File: src/rtl/piso_pkg.sv
// Shared definitions for the piso_tx serial transmitter: state encoding,
// default word length and the counter-width helper.
package piso_pkg;

  typedef enum logic {
    ST_IDLE  = 1'b0,
    ST_SHIFT = 1'b1
  } state_e;

  localparam int DEFAULT_WIDTH = 10;

  // Bits needed to count 0..value-1 (value >= 2 here, so the result is >= 1).
  function automatic int clog2(input int value);
    int result;
    result = 32'sd0;
    for (int v = value - 32'sd1; v > 32'sd0; v = v >>> 32'd1) begin
      result = result + 32'sd1;
    end
    return result;
  endfunction

endpackage

File: src/rtl/piso_bit_counter.sv
// Bit-position counter for piso_tx: counts 0..WIDTH-1 and flags the last bit.
// Saturates at WIDTH-1; wrapping back to zero happens only through clear.
module piso_bit_counter
  import piso_pkg::*;
#(
  parameter int WIDTH = DEFAULT_WIDTH,
  parameter int CW    = clog2(WIDTH)
) (
  input  logic          clk,
  input  logic          reset,
  input  logic          clear,
  input  logic          enable,
  output logic [CW-1:0] count,
  output logic          last
);

  logic [CW-1:0] count_r;
  logic          last_s;

  assign last_s = (count_r == CW'(WIDTH - 1));
  assign count  = count_r;
  assign last   = last_s;

  // Counter register: clear has priority over enable.
  always_ff @(posedge clk or posedge reset) begin
    if (reset) begin
      count_r <= {CW{1'b0}};
    end else if (clear) begin
      count_r <= {CW{1'b0}};
    end else if (enable && !last_s) begin
      count_r <= count_r + CW'(1);
    end else begin
      count_r <= count_r;
    end
  end

endmodule

File: src/rtl/piso_tx.sv
// Parallel-in/serial-out transmitter: accepts a WIDTH-bit word on a valid/ready
// handshake and sends it MSB first, one bit per clock, marking the last bit.
module piso_tx
  import piso_pkg::*;
#(
  parameter int   WIDTH      = DEFAULT_WIDTH,
  parameter logic IDLE_LEVEL = 1'b0
) (
  input  logic             clk,
  input  logic             reset,
  input  logic             load_valid,
  input  logic [WIDTH-1:0] load_data,
  output logic             load_ready,
  output logic             data_out,
  output logic             out_valid,
  output logic             frame_done
);

  localparam int CW = clog2(WIDTH);

  state_e           state_r;
  state_e           state_next_s;
  logic [WIDTH-1:0] shreg_r;
  logic [WIDTH-1:0] shreg_next_s;
  logic             cnt_clear_s;
  logic             cnt_en_s;
  logic [CW-1:0]    count_s;
  logic [CW-1:0]    count_next_s;
  logic             last_s;
  logic             load_ready_s;
  logic             data_out_r;
  logic             out_valid_r;
  logic             frame_done_r;
  logic             data_out_next_s;
  logic             out_valid_next_s;
  logic             frame_done_next_s;

  piso_bit_counter #(
    .WIDTH (WIDTH),
    .CW    (CW)
  ) u_bit_counter (
    .clk    (clk),
    .reset  (reset),
    .clear  (cnt_clear_s),
    .enable (cnt_en_s),
    .count  (count_s),
    .last   (last_s)
  );

  // Next-state, shift-register and handshake decode.
  always_comb begin
    state_next_s = state_r;
    shreg_next_s = shreg_r;
    cnt_clear_s  = 1'b0;
    cnt_en_s     = 1'b0;
    load_ready_s = 1'b0;
    case (state_r)
      ST_IDLE: begin
        load_ready_s = 1'b1;
        if (load_valid) begin
          shreg_next_s = load_data;
          cnt_clear_s  = 1'b1;
          state_next_s = ST_SHIFT;
        end else begin
          state_next_s = ST_IDLE;
        end
      end
      ST_SHIFT: begin
        shreg_next_s = {shreg_r[WIDTH-2:0], 1'b0};
        if (last_s) begin
          // Last bit on the line: a new word may follow with no gap.
          load_ready_s = 1'b1;
          cnt_clear_s  = 1'b1;
          if (load_valid) begin
            shreg_next_s = load_data;
            state_next_s = ST_SHIFT;
          end else begin
            state_next_s = ST_IDLE;
          end
        end else begin
          cnt_en_s = 1'b1;
        end
      end
      default: begin
        state_next_s = ST_IDLE;
        cnt_clear_s  = 1'b1;
      end
    endcase
  end

  // Output values for the coming cycle, so the serial outputs can be registered.
  always_comb begin
    count_next_s = count_s;
    if (cnt_clear_s) begin
      count_next_s = {CW{1'b0}};
    end else if (cnt_en_s) begin
      count_next_s = count_s + CW'(1);
    end else begin
      count_next_s = count_s;
    end
    out_valid_next_s  = (state_next_s == ST_SHIFT);
    data_out_next_s   = out_valid_next_s ? shreg_next_s[WIDTH-1] : IDLE_LEVEL;
    frame_done_next_s = out_valid_next_s && (count_next_s == CW'(WIDTH - 1));
  end

  // State, shift register and registered serial outputs.
  always_ff @(posedge clk or posedge reset) begin
    if (reset) begin
      state_r      <= ST_IDLE;
      shreg_r      <= {WIDTH{1'b0}};
      data_out_r   <= IDLE_LEVEL;
      out_valid_r  <= 1'b0;
      frame_done_r <= 1'b0;
    end else begin
      state_r      <= state_next_s;
      shreg_r      <= shreg_next_s;
      data_out_r   <= data_out_next_s;
      out_valid_r  <= out_valid_next_s;
      frame_done_r <= frame_done_next_s;
    end
  end

  assign load_ready = load_ready_s;
  assign data_out   = data_out_r;
  assign out_valid  = out_valid_r;
  assign frame_done = frame_done_r;

endmodule

File: config.mk
export PLATFORM = sky130hd
export DESIGN_NAME = piso_tx
export DESIGN_NICKNAME = d
export VERILOG_FILES = /design/src/rtl/piso_pkg.sv /design/src/rtl/piso_bit_counter.sv /design/src/rtl/piso_tx.sv
export SDC_FILE = /design/constraint.sdc
export NUM_CORES = 1
export LEC_CHECK = 0
export CELL_PAD_IN_SITES_DETAIL_PLACEMENT = 1
export CELL_PAD_IN_SITES_GLOBAL_PLACEMENT = 1
export CORE_ASPECT_RATIO = 2
export CORE_MARGIN = 2
export CORE_UTILIZATION = 34
export CTS_CLUSTER_DIAMETER = 80
export CTS_CLUSTER_SIZE = 28
export DETAILED_ROUTE_END_ITERATION = 12
export PLACE_DENSITY_LB_ADDON = 0.1
export SLEW_MARGIN = 20
export SYNTH_ARGS = -nofsm -noshare
export SYNTH_HDL_FRONTEND = slang
export SYNTH_SLANG_ARGS = --single-unit
export TNS_END_PERCENT = 50
File: constraint.sdc
create_clock -name clk -period 1.22 [get_ports clk]
set_input_delay 0.183 -clock clk [delete_from_list [all_inputs] [get_ports clk]]
set_output_delay 0.183 -clock clk [all_outputs]
set_load 0.1 [all_outputs]
==> flow_summary.json <==
{
  "cp_slowest_stage_delay_ns": 0.40,
  "synthSimpleGateAreaFrac": 0.148,
  "critPathMaxFanout": 2,
  "grt.overflow.total": 0,
  "tns_ns": -2.95,
  "die_w_um": 40.3,
  "ctsHoldBuffers": 0,
  "ys_ff_latch": 16,
  "finalHoldViolCount": 0,
  "grt_pass1_wl_mm": 4.18,
  "leakagePower_nw": 0.637,
  "r2r_end": "frame_done$_DFF_PP0_",
  "max_freq_ghz": 0.635,
  "wire_per_inst_um": 16.5,
  "layout_setup_ws_ns": -0.354,
  "synth_edf_count": 0,
  "fin_skew_ns": 0.00345,
  "r2r_setup_slack_ns": -0.30,
  "cts.clk_slew.worst_paths_ns": 0.07,
  "die_h_um": 76.5,
  "path_depth": 5,
  "fin_total_pwr_mw": 3.22,
  "synth-main-ff-cell": "dfrtp_1",
  "syn_nets": 111,
  "cts_tree": "built",
  "core_mm2": 0.00254,
  "crit_chain": "inv_2, ha_4, nand3b_1, nand2_8, buf_12",
  "worst_pin_slew_ns": 0.282,
  "slew-limit-headroom": 0.811,
  "wirelength_mm": 2.66,
  "synth_top_area_cell": "dfrtp_1",
  "drive_above_1_share": 0.429,
  "portBuffers": 16,
  "crit_path_end_kind": "output pin",
  "synth_most_common_cell": "dfrtp_1",
  "cts-buffers-inserted": 3,
  "grtUsageTotal": 0.196,
  "antenna_found_initial": 0,
  "place_ws_ns": -0.190,
  "synth_area_um2": 895,
  "rsz0062_at_grt": "true",
  "r2r_start": "u_bit_counter.count[1]$_DFFE_PP0P_",
  "finalNetCount": 149,
  "cp.arrival_ns": 1.39,
  "clk_latency_ns": 0.25,
  "start_util": 0.353,
  "root_buffer": "clkbuf_8",
  "r2r_cells": 8,
  "first_global_vias": 897,
  "ant_nets": 0,
  "n_antenna_cell": 0,
  "cp.required_ns": 1.04,
  "netlist_top_cells_area": "dfrtp_1 45%, a21oi_2 7.8%, o22ai_1 6.3%, nand2_1 5.9%, inv_1 5.5%",
  "grt_start_max_net_pins": 17,
  "critPathTopFamily": "flip-flops",
  "synthAdderAreaFrac": 0.0280,
  "startpoint_type": "flop",
  "period_needed_ns": 1.57,
  "cts_sinks": 16,
  "synth_top_family_by_area": "compound AO/OA/AOI/OAI gates",
  "via_count": 806,
  "synth_mux_area_frac": 0.0224,
  "h-tree-depth": 1,
  "async_flop_share": 1.00,
  "synth_xor_area_frac": 0.00979,
  "finalMaxSlewViolations": 0,
  "setup.worst_path.class": "flop to output pin",
  "violations": "negative setup slack",
  "synthCells": 96,
  "area_delta_synth_final_pct": 59.9,
  "ys_seq_area_frac": 0.448,
  "vias_per_cell": 5.01,
  "cpMaxStageDelayCell": "dfrtp_1",
  "yosys_warnings": 0,
  "gp_congestion": 0.709,
  "setup_violations": 18,
  "rows": 26,
  "drc": 0,
  "clock_path_buffers": 2,
  "ir_worst_vdd_mv": 0.923,
  "hp-class": "input pin to asynchronous set/reset pin",
  "die_area_mm2": 0.00308,
  "syn_area_per_cell_um2": 9.32,
  "outcome": "finished with violations",
  "synth_cell_types": 23,
  "ioPinCount": 17,
  "critPathBufInv": 2,
  "powerDensity_mw_per_mm2": 2250,
  "synth_top_area_frac": 0.448,
  "hpwl_mm": 1.83,
  "drtIter0Drc": 7,
  "cap_viol_max_count": 0,
  "first_pass_iters": 2,
  "netlist_top_cells_count": "16 x dfrtp_1, 14 x nand2_1, 13 x inv_1, 9 x o22ai_1, 8 x a21oi_2",
  "synth_compound_area_frac": 0.228,
  "fin_crit_sh": 1.29
}
sequential cells by signal, summed over array words and instances (netlist names):
| name | flops |
|---|---|
| out_valid | 1 |
| frame_done | 1 |
| u_bit_counter.count | 4 |
| data_out | 1 |
| shreg_r | 9 |
logic make-up after synthesis:
family	after synthesis
AOI/OAI and AO/OA	31
DFF	16
muxes	2
buffers and inverters	19
xor gates and xnor gates	1
and+or+nand+nor	25
adders and majority gates	2
how the worst max path moves through the flow:
stage / endpoint / startpoint / slack [ns]
6_report: load_ready / u_bit_counter.count[1]$_DFFE_PP0P_ / -0.35
5_1_grt: load_ready / u_bit_counter.count[1]$_DFFE_PP0P_ / -0.39
3_3_place_gp: frame_done$_DFF_PP0_ / load_valid / -0.17
2_1_floorplan: frame_done$_DFF_PP0_ / out_valid$_DFF_PP0_ / -0.17
3_5_place_dp: frame_done$_DFF_PP0_ / load_valid / -0.19
4_1_cts: load_ready / u_bit_counter.count[1]$_DFFE_PP0P_ / -0.36
tightest hold or removal path: stages:
cell,delay (ns)
clkdlybuf4s50_1,0.40
inv_1,0.06
buf_4,0.25
stage by stage:
step | hold slack, ns | util | cells | instance area (µm²)
floorplan | 0.0968 | - | 96 | 920
global placement | 0.486 | 0.492 | 152 | 1250
detailed placement | 0.509 | 0.492 | 152 | 1250
CTS | 0.282 | 0.550 | 159 | 1400
global route | 0.300 | 0.564 | 161 | 1430
finish | 0.266 | 0.564 | 161 | 1430
final cells by class:
type,count,area [µm²]
fill,293,1110
multi-input combinational,61,500
sequential,16,404
timing repair buffer,39,397
inverter,13,48.8
clock buffer,4,45.0
tap,28,35.0
placed cells by master, fill, tap and decap left out, types with 2 or more instances in the layout:
master	netlist	layout
nand3b_1	2	2
mux2i_1	2	2
o22ai_2	0	9
inv_1	13	12
a21oi_2	8	8
o21ai_1	6	8
buf_4	0	19
buf_6	4	3
ha_4	0	2
clkbuf_8	0	3
clkdlybuf4s50_1	0	12
dfrtp_1	16	15
nand4b_1	2	2
buf_12	0	5
nand2_1	14	14
o21ai_0	5	3
repair_timing:
item / in CTS / in global routing
pin swaps: 6 / 4
gates resized for setup: 20 / 3
setup buffers: 4 / 2
setup endpoints to repair: 18 / 18
metal layers:
metal | GRT usage | vias to the layer above | share of wire
li1 | - | 397 | -
met1 | 0.207 | 400 | 0.37
met2 | 0.360 | 7 | 0.61
met3 | 0.0175 | 2 | 0.012
met4 | 0.0700 | 0 | 0.0090
met5 | 0 | - | 0
report_power, final:
group / internal, mW / switching, mW
clock network: 0.232 / 0.196
registers: 0.736 / 0.113
logic: 0.941 / 1.00
Power figures use the tool's default switching activity.
